### config.mk
export PLATFORM = sky130hd
export DESIGN_NAME = axi_rd_burst_slave
export DESIGN_NICKNAME = d
export VERILOG_FILES = /design/src/rtl/axi_rd_burst_slave.sv
export SDC_FILE = /design/constraint.sdc
export NUM_CORES = 1
export LEC_CHECK = 0
export ABC_AREA = 1
export CELL_PAD_IN_SITES_DETAIL_PLACEMENT = 1
export CELL_PAD_IN_SITES_GLOBAL_PLACEMENT = 1
export CORE_MARGIN = 3
export CORE_UTILIZATION = 28
export CTS_CLUSTER_SIZE = 24
export DETAILED_ROUTE_END_ITERATION = 6
export PLACE_DENSITY_LB_ADDON = 0.1
export SLEW_MARGIN = 0
export SYNTH_ARGS = -nofsm -noshare
export SYNTH_HDL_FRONTEND = slang
export SYNTH_SLANG_ARGS = --single-unit
### constraint.sdc
create_clock -name clk -period 4.4 [get_ports clk]
set_input_delay 1.32 -clock clk [delete_from_list [all_inputs] [get_ports clk]]
set_output_delay 1.32 -clock clk [all_outputs]
set_load 0.02 [all_outputs]
### src/rtl/axi_rd_burst_slave.sv
// AXI4 read burst slave: accepts one AR burst at a time and streams beats from a
// synchronous-read word memory. Optional error checking under AXI_RD_ERR_CHECK_EN.
module axi_rd_burst_slave #(
  parameter int ID_W   = 4,
  parameter int ADDR_W = 5,
  parameter int DATA_W = 32,
  parameter int LEN_W  = 8
) (
  input  logic              clk,
  input  logic              rst,
  input  logic [ID_W-1:0]   ARID,
  input  logic [ADDR_W-1:0] ARADDR,
  input  logic [1:0]        ARBURST,
  input  logic [LEN_W-1:0]  ARLEN,
  input  logic [2:0]        ARSIZE,
  input  logic              ARVALID,
  output logic              ARREADY,
  output logic [ID_W-1:0]   RID,
  output logic [DATA_W-1:0] RDATA,
  output logic [1:0]        RRESP,
  output logic              RLAST,
  output logic              RVALID,
  input  logic              RREADY,
  output logic              mem_rd_en,
  output logic [ADDR_W-3:0] mem_rd_addr,
  input  logic [DATA_W-1:0] mem_rd_data
);

  localparam int WA = ADDR_W - 2;

  typedef enum logic [1:0] {IDLE, ISSUE, DATA} state_t;
  typedef enum logic [1:0] {K_FIXED = 2'b00, K_INCR = 2'b01, K_WRAP = 2'b10} kind_t;

  state_t           state, state_n;
  kind_t            kind_q, kind_d;
  logic             ar_ready_q;
  logic [ID_W-1:0]  id_q;
  logic [WA-1:0]    addr_q, next_addr, wrap_mask;
  logic [LEN_W-1:0] len_q;
  logic [LEN_W:0]   cnt_q;
  logic             err_q, err_d;
  logic             ar_hs, r_hs, last, wrap_ok;
  logic             unused_ok;

  assign unused_ok = ^{ARSIZE, ARADDR[1:0], 1'b0};

  assign ar_hs   = ARVALID & ar_ready_q;
  assign r_hs    = (state == DATA) & RREADY;
  assign last    = (cnt_q == {1'b0, len_q});
  assign wrap_ok = (ARLEN == LEN_W'(1)) | (ARLEN == LEN_W'(3)) |
                   (ARLEN == LEN_W'(7)) | (ARLEN == LEN_W'(15));

  // Reserved and badly-sized WRAP bursts fall back to INCR address generation.
  always_comb begin
    kind_d = K_INCR;
    if (ARBURST == 2'b00)
      kind_d = K_FIXED;
    else if (ARBURST == 2'b10 && wrap_ok)
      kind_d = K_WRAP;
  end

`ifdef AXI_RD_ERR_CHECK_EN
  assign err_d = (ARSIZE != 3'd2) | (ARBURST == 2'b11) | ((ARBURST == 2'b10) & !wrap_ok);
`else
  assign err_d = 1'b0;
`endif

  // For legal WRAP lengths, ARLEN itself is the word-offset wrap mask.
  assign wrap_mask = WA'(len_q);

  always_comb begin
    next_addr = addr_q;
    case (kind_q)
      K_FIXED: next_addr = addr_q;
      K_WRAP:  next_addr = (addr_q & ~wrap_mask) | ((addr_q + WA'(1)) & wrap_mask);
      default: next_addr = addr_q + WA'(1);
    endcase
  end

  always_comb begin
    state_n     = state;
    mem_rd_en   = 1'b0;
    mem_rd_addr = addr_q;
    case (state)
      IDLE: begin
        if (ar_hs)
          state_n = ISSUE;
      end
      ISSUE: begin
        mem_rd_en = !err_q;
        state_n   = DATA;
      end
      DATA: begin
        if (r_hs) begin
          if (last) begin
            state_n = IDLE;
          end else begin
            mem_rd_en   = !err_q;
            mem_rd_addr = next_addr;
          end
        end
      end
      default: state_n = IDLE;
    endcase
  end

  always_ff @(posedge clk) begin
    if (rst) begin
      state      <= IDLE;
      ar_ready_q <= 1'b0;
      id_q       <= '0;
      addr_q     <= '0;
      len_q      <= '0;
      kind_q     <= K_INCR;
      cnt_q      <= '0;
      err_q      <= 1'b0;
    end else begin
      state      <= state_n;
      ar_ready_q <= (state_n == IDLE);
      if (ar_hs) begin
        id_q   <= ARID;
        addr_q <= ARADDR[ADDR_W-1:2];
        len_q  <= ARLEN;
        kind_q <= kind_d;
        cnt_q  <= '0;
        err_q  <= err_d;
      end else if (r_hs && !last) begin
        addr_q <= next_addr;
        cnt_q  <= cnt_q + 1'b1;
      end
    end
  end

  // Memory output is held while mem_rd_en is low, so RDATA stays stable under stall.
  assign ARREADY = ar_ready_q;
  assign RVALID  = (state == DATA);
  assign RID     = id_q;
  assign RLAST   = RVALID & last;
  assign RDATA   = (RVALID && !err_q) ? mem_rd_data : '0;
  assign RRESP   = (RVALID && err_q) ? 2'b10 : 2'b00;

endmodule
==> results of run 1 <==
-- repair_timing --
action | CTS | global route
buffers inserted | 0 | 0
hold endpoints to repair | 0 | 0
resized for setup | 0 | 1
setup endpoints to repair | 0 | 1
-- area by class of cell --
cell class,count,share of cell area
timing repair buffer,99,0.328
multi-input combinational,177,0.327
sequential,29,0.193
inverter,70,0.0876
tap,77,0.0321
clock buffer,6,0.0275
clock inverter,2,0.00459
-- critical path, stage by stage --
cell                              delay, ns
sky130_fd_sc_hd__clkdlybuf4s50_1       0.48
sky130_fd_sc_hd__nand2_1               0.06
sky130_fd_sc_hd__inv_1                 0.20
sky130_fd_sc_hd__nand2_4               0.10
sky130_fd_sc_hd__nand2_1               0.07
sky130_fd_sc_hd__nand2_1               0.07
sky130_fd_sc_hd__inv_1                 0.05
sky130_fd_sc_hd__clkdlybuf4s50_1       0.61
-- registers in the layout, indices dropped and copies added (netlist names) --
signal	cells
ARREADY	1
RID	4
addr_q	3
cnt_q	9
kind_q	2
len_q	8
state	2
-- Yosys cell counts --
cell type,n
sky130_fd_sc_hd__nor4_1,2
sky130_fd_sc_hd__dfxtp_1,29
sky130_fd_sc_hd__inv_2,5
sky130_fd_sc_hd__o31ai_1,1
sky130_fd_sc_hd__a22o_1,5
sky130_fd_sc_hd__nor3b_2,1
sky130_fd_sc_hd__nor2_2,2
sky130_fd_sc_hd__o21ai_1,2
sky130_fd_sc_hd__o21ai_2,3
sky130_fd_sc_hd__a21boi_1,1
sky130_fd_sc_hd__a21oi_2,6
sky130_fd_sc_hd__a21oi_1,8
sky130_fd_sc_hd__xor2_1,4
sky130_fd_sc_hd__o21ai_0,8
sky130_fd_sc_hd__nand3_1,8
sky130_fd_sc_hd__nor2_1,9
sky130_fd_sc_hd__nor3_2,2
sky130_fd_sc_hd__a211oi_1,1
sky130_fd_sc_hd__nor3_1,1
sky130_fd_sc_hd__buf_4,3
sky130_fd_sc_hd__o22ai_1,4
sky130_fd_sc_hd__buf_8,1
sky130_fd_sc_hd__o211ai_1,1
sky130_fd_sc_hd__clkbuf_1,4
sky130_fd_sc_hd__nand2_4,2
sky130_fd_sc_hd__nand3_2,4
sky130_fd_sc_hd__xnor2_1,2
sky130_fd_sc_hd__nor2_4,1
sky130_fd_sc_hd__ha_1,6
sky130_fd_sc_hd__buf_2,2
sky130_fd_sc_hd__nand2_1,84
sky130_fd_sc_hd__nand4_1,4
sky130_fd_sc_hd__inv_1,65
sky130_fd_sc_hd__nand2_2,2
sky130_fd_sc_hd__o2111ai_2,1
sky130_fd_sc_hd__buf_6,1
sky130_fd_sc_hd__conb_1,1
-- kinds of logic (layout without fill, tap and decap cells) --
group	count (synthesis)	after routing	synth area share
simple gates	122	122	0.297
buf+inv	81	177	0.178
compound gates	41	41	0.149
flops	29	29	0.306
fa+ha+maj	6	6	0.0396
xor+xnor	6	6	0.0277
other cells	1	2	0.00198
-- per-layer routing --
layer	vias up	part of all wire	routed length, um
met2	57	0.50	3020
met4	0	0.0089	53
met3	6	0.059	352
met1	956	0.43	2560
met5	-	0	0
li1	1058	-	-
-- power breakdown --
group	internal, mW	switching, mW	total [mW]
logic	0.208	0.273	0.481
clock network	0.127	0.109	0.235
registers	0.294	0.0210	0.315
-- stage by stage --
stage	instances	instance area (um^2)
after global placement	452	2900
final	460	3000
after floorplan	287	1900
after CTS	460	3000
after detailed placement	452	2900
after global routing	460	3000
-- final timing paths --
| check | from | endpoint | slack, ns | cells past startpoint |
|---|---|---|---|---|
| worst max-delay path | RREADY | mem_rd_addr[2] | 0.10 | 8 |
| worst min-delay path | RID[3]$_SDFFE_PP0P_ | RID[3]$_SDFFE_PP0P_ | 0.49 | 1 |
| worst max register to register | cnt_q[5]$_SDFFE_PP0P_ | cnt_q[4]$_SDFFE_PP0P_ | 2.68 | 11 |
| worst min register to register | RID[3]$_SDFFE_PP0P_ | RID[3]$_SDFFE_PP0P_ | 0.49 | 1 |
==> summary.log, run 1 <==
qor: run_status.run_status complete, no violations
qor: sta.fmaxAchievable 233 MHz
qor: global_routing.grt_pass1_vias 2,108
qor: logic_synthesis.synthDominantCellAreaShare 0.306
qor: die.die_w 88.3 um
qor: die.design.core.area 6460 um^2
qor: final_layout.most-common-layout-cells sky130_fd_sc_hd__clkdlybuf4s50_1 (94), sky130_fd_sc_hd__nand2_1 (84), sky130_fd_sc_hd__inv_1 (65)
qor: routing.drt_drc_violations_left 0
qor: sta.layout_worst_path_cycle_share 0.976
qor: hold_path.class_of_the_tightest_hold_or_removal_check flop to flop
qor: setup_path.critPathMaxFanout 5
qor: clock_network.cts-root-buf sky130_fd_sc_hd__clkbuf_8
qor: logic_synthesis.synthesis.instances 286
qor: setup_path.worstSetupPathType input port to primary output
qor: routing.detail_route.first_pass.iterations 4
qor: global_routing.grt_pass1_wl 9850 um
qor: placed_design.dp_worst_setup_slack 0.0223 ns
qor: final_layout.layout.cells.most_common sky130_fd_sc_hd__clkdlybuf4s50_1
qor: final_layout.multi_input_area 981 um^2
qor: die.initial_core_util 0.293
qor: die.chip_height 88.3 um
qor: die.row_count 29
qor: placed_design.finalWeightedCongestion 0.788
qor: logic_synthesis.synth_largest_area_cell sky130_fd_sc_hd__dfxtp_1
qor: global_routing.grt.met2_usage 0.273
qor: die.design.die.area 7790 um^2
qor: routing.drt_first_iter_violations 44
qor: sta.setup_viol 0
qor: clock_network.ctsHoldBuffers 0
qor: final_layout.area.growth.synth_to_final 58.4%
qor: final_layout.utilization 0.465
qor: clock_network.ctsHtreeMaxLevel 2
qor: die.boundaryPins 103
qor: logic_synthesis.postSynthRegisterBits 29
qor: pwr.vdd_drop_max 206 uV
qor: pwr.power_leakage 1.46 nW
qor: routing.wl_per_cell 13.0 um
qor: logic_synthesis.mappedNetlistArea 1890 um^2
qor: global_routing.gr-total-overflow 0
qor: sta.setup_ws 0.104 ns
qor: placed_design.buffer_ports.inserted 95
qor: sta.setup_repair_after_global_routing_missed_its_margin false
qor: sta.fin_skew 0.00877 ns
qor: global_routing.track_usage 0.158
qor: final_layout.fin_nets 446
qor: global_routing.grtUsageMet1 0.200
qor: final_layout.drive_above_1_share 0.107
qor: routing.postRouteWirelength 5990 um
qor: pwr.pwr_density_cell 344 nW/um^2
qor: global_routing.antenna_found_initial 0
qor: final_layout.antennaDiodeCount 0
qor: global_routing.global_route.usage.met3 0.0372
qor: final_layout.layout.filler_cells 835
qor: global_routing.top_usage_layer met2
qor: logic_synthesis.synth_seq_area_share 0.306
qor: setup_path.critPathRequiredTime 3.08 ns
qor: logic_synthesis.syn_avg_cell_area 6.62 um^2
qor: clock_network.clock_path_buffers 2
qor: clock_network.cts-buffers-inserted 5
qor: clock_network.cts.reportedPaths.clkPinSlew 0.07 ns
qor: global_routing.pin_count_of_the_biggest_net_entering_global_routing 36
qor: clock_network.cts_tree done
qor: clock_network.clock_latency 0.28 ns
qor: logic_synthesis.yosysWarningCount 0
qor: logic_synthesis.ys_top_cells_by_area sky130_fd_sc_hd__dfxtp_1 (31%), sky130_fd_sc_hd__nand2_1 (17%), sky130_fd_sc_hd__inv_1 (13%), sky130_fd_sc_hd__ha_1 (4.0%), sky130_fd_sc_hd__a21oi_2 (2.8%)
qor: setup_path.end_kind primary output
qor: sta.whs 0.487 ns
qor: final_layout.register_area 581 um^2
qor: sta.hold_violations 0
qor: setup_path.crit_path_start_kind input port
qor: sta.post-route-min-period 4.30 ns
qor: clock_network.cts.sinks 29
qor: job.drv.max_cap_violation_count 0
qor: routing.avgViaCountPerCell 4.52
qor: logic_synthesis.yosys.cell_types.count 37
qor: pwr.fin_total_pwr 1.03 mW
qor: setup_path.cp_data_arrival_time 2.98 ns
qor: routing.via_count 2,077
qor: sta.setup-tns-final 0 ns
qor: routing.ant_nets 0
qor: placed_design.dp_hpwl 4940 um
qor: sta.timing.final.max_slew_violations 0
Note: power is estimated with default switching activity, not from simulation.
==> inputs of run 2 (changes only) <==
PLACE_DENSITY = 0.91   (was not set)
PLACE_DENSITY_LB_ADDON = not set   (was 0.1)
SETUP_SLACK_MARGIN = 0.02   (was not set)
==> run 2 against run 1 <==
  * Die area unchanged
  * Utilization about the same
  * Combinational power up 2%
  * Design area about the same
  * Critical path depth down 2
  * Sequential share of layout area about the same
  * Register-to-register slack worse by 0.07 ns
  * Final cell count unchanged
  * Critical endpoint is now mem_rd_en
  * Worst hold slack worse by 0.011 ns
  * Clock-buffer cell count up 1
  * Clock skew up 0.0011 ns
  * Critical path type unchanged
  * Flip-flop and latch count unchanged
==> summary.log, run 2 (synthesized netlist as in run 1, its figures left out) <==
qor: sta.timing.final.max_slew_violations 0 [unchanged]
qor: die.row_count 29 [unchanged]
qor: job.drv.max_cap_violation_count 0 [unchanged]
qor: global_routing.pin_count_of_the_biggest_net_entering_global_routing 36 [unchanged]
qor: setup_path.critPathSlowestCell sky130_fd_sc_hd__clkdlybuf4s50_1 [unchanged]
qor: clock_network.ctsHtreeMaxLevel 2 [unchanged]
qor: setup_path.path_buf_inv 3 [was 4]
qor: final_layout.area.growth.synth_to_final 58.5% [was 58.4%]
qor: pwr.vdd_drop_max 253 uV [was 206 uV]
qor: die.initial_core_util 0.293 [unchanged]
qor: clock_network.post-cts-setup-buffer-count 0 [unchanged]
qor: die.design.die.area 7790 um^2 [unchanged]
qor: final_layout.most-common-layout-cells sky130_fd_sc_hd__clkdlybuf4s50_1 (92), sky130_fd_sc_hd__nand2_1 (84), sky130_fd_sc_hd__inv_1 (65) [was sky130_fd_sc_hd__clkdlybuf4s50_1 (94), sky130_fd_sc_hd__nand2_1 (84), sky130_fd_sc_hd__inv_1 (65)]
qor: run_status.run_status complete, no violations [unchanged]
qor: clock_network.clock_path_buffers 2 [unchanged]
qor: setup_path.end_kind primary output [unchanged]
qor: routing.drt_drc_violations_left 0 [unchanged]
qor: die.boundaryPins 103 [unchanged]
qor: sta.layout_worst_path_cycle_share 0.964 [was 0.976]
qor: clock_network.cts-root-buf sky130_fd_sc_hd__clkbuf_8 [unchanged]
qor: sta.setup_viol 0 [unchanged]
qor: setup_path.timing.critical_path.mode_cell sky130_fd_sc_hd__clkdlybuf4s50_1 [was sky130_fd_sc_hd__nand2_1]
qor: sta.hold_violations 0 [unchanged]
qor: placed_design.dp_worst_setup_slack 0.0372 ns [was 0.0223 ns]
qor: placed_design.buffer_ports.inserted 95 [unchanged]
qor: setup_path.critical-path-top-delay-family buffers and inverters [unchanged]
qor: hold_path.class_of_the_tightest_hold_or_removal_check flop to flop [unchanged]
qor: setup_path.path_cells clkdlybuf4s50_1 -> nand2_1 -> inv_1 -> nand2_4 -> a21boi_1 -> clkdlybuf4s50_1 [was clkdlybuf4s50_1 -> nand2_1 -> inv_1 -> nand2_4 -> nand2_1 -> nand2_1 -> inv_1 -> clkdlybuf4s50_1]
qor: routing.ant_nets 0 [unchanged]
qor: final_layout.drive_above_1_share 0.104 [was 0.107]
qor: routing.avgViaCountPerCell 4.65 [was 4.52]
qor: setup_path.worstSetupPathType input port to primary output [unchanged]
qor: setup_path.crit_path_start_kind input port [unchanged]
qor: routing.postRouteWirelength 6430 um [was 5990 um]
qor: sta.post-route-min-period 4.24 ns [was 4.30 ns]
qor: final_layout.flip_flop_count_of_the_largest_register_after_layout 9 [unchanged]
qor: global_routing.track_usage 0.163 [was 0.158]
qor: final_layout.layout.cells.most_common sky130_fd_sc_hd__clkdlybuf4s50_1 [unchanged]
qor: final_layout.max_flop_register cnt_q [unchanged]
qor: setup_path.critPathMaxFanout 4 [was 5]
qor: final_layout.antennaDiodeCount 0 [unchanged]
qor: pwr.power_leakage 1.49 nW [was 1.46 nW]
qor: routing.detail_route.first_pass.iterations 4 [unchanged]
qor: setup_path.timing.critical_path.slowest_cell_delay 0.62 ns [was 0.61 ns]
qor: clock_network.cts.sinks 29 [unchanged]
qor: clock_network.cts.reportedPaths.clkPinSlew 0.06 ns [was 0.07 ns]
qor: sta.setup_repair_after_global_routing_missed_its_margin false [unchanged]
qor: routing.wl_per_cell 14.0 um [was 13.0 um]
qor: sta.fin_skew 0.00989 ns [was 0.00877 ns]
qor: die.design.core.area 6460 um^2 [unchanged]
qor: final_layout.fin_area 3000 um^2 [about the same]
qor: clock_network.ctsHoldBuffers 0 [unchanged]
qor: die.die_w 88.3 um [unchanged]
qor: sta.fmaxAchievable 236 MHz [was 233 MHz]
qor: global_routing.antenna_found_initial 0 [unchanged]
qor: sta.setup-tns-final 0 ns [unchanged]
qor: sta.setup_ws 0.156 ns [was 0.104 ns]
qor: placed_design.place_area 2910 um^2 [was 2900 um^2]
qor: final_layout.fin_nets 447 [was 446]
qor: routing.via_count 2,140 [was 2,077]
qor: placed_design.dp_hpwl 5070 um [was 4940 um]
qor: setup_path.critPathRequiredTime 3.08 ns [about the same]
qor: placed_design.finalWeightedCongestion 0.811 [was 0.788]
qor: routing.drt_first_iter_violations 79 [was 44]
qor: global_routing.gr-total-overflow 0 [unchanged]
qor: die.chip_height 88.3 um [unchanged]
qor: global_routing.grt_pass1_wl 10,100 um [was 9850 um]
qor: clock_network.clock_latency 0.28 ns [about the same]
qor: clock_network.cts_tree done [unchanged]
qor: setup_path.cp_data_arrival_time 2.92 ns [was 2.98 ns]
qor: global_routing.grt_pass1_vias 2,231 [was 2,108]
qor: clock_network.cts-buffers-inserted 5 [unchanged]
qor: pwr.pwr_density_cell 344 nW/um^2 [about the same]
qor: clock_network.post_cts_resize_count 0 [unchanged]
run 2: metrics by stage:
| stage | hold WS (ns) | power, mW | instances | util |
|---|---|---|---|---|
| 6_report | 0.476 | 1.03 | 460 | 0.465 |
| 5_1_grt | 0.496 | 1.10 | 460 | 0.465 |
| 4_1_cts | 0.478 | 1.04 | 460 | 0.464 |
| 3_5_place_dp | 0.464 | 0.812 | 453 | 0.450 |
| 3_3_place_gp | 0.456 | 0.794 | 453 | 0.450 |
| 2_1_floorplan | 0.461 | 0.615 | 287 | - |
run 2: final timing paths:
check / slack [ns] / start / endpoint / cells after the start
hold / removal: 0.48 / RID[2]$_SDFFE_PP0P_ / RID[2]$_SDFFE_PP0P_ / 1
hold reg to reg: 0.48 / RID[2]$_SDFFE_PP0P_ / RID[2]$_SDFFE_PP0P_ / 1
setup / recovery: 0.16 / RREADY / mem_rd_en / 6
setup reg to reg: 2.61 / cnt_q[3]$_SDFFE_PP0P_ / cnt_q[4]$_SDFFE_PP0P_ / 11
run 2: metal layers:
metal,track usage,part of all wire,up-vias
met5,0,0,-
met4,0.0385,0.012,0
met3,0.0428,0.062,9
met2,0.307,0.53,64
met1,0.183,0.40,1008
li1,-,-,1059
run 2: layout make-up:
class | instances | area (um^2)
inverters | 70 | 263
flip-flops and latches | 29 | 581
well taps | 77 | 96.3
fillers | 832 | 3460
repair buffers | 100 | 996
multi-input cells | 177 | 981
clock buffers | 7 | 86.3
run 2: where the power goes:
part / switching (mW) / internal (mW)
logic: 0.283 / 0.208
registers: 0.0212 / 0.294
clock network: 0.104 / 0.124
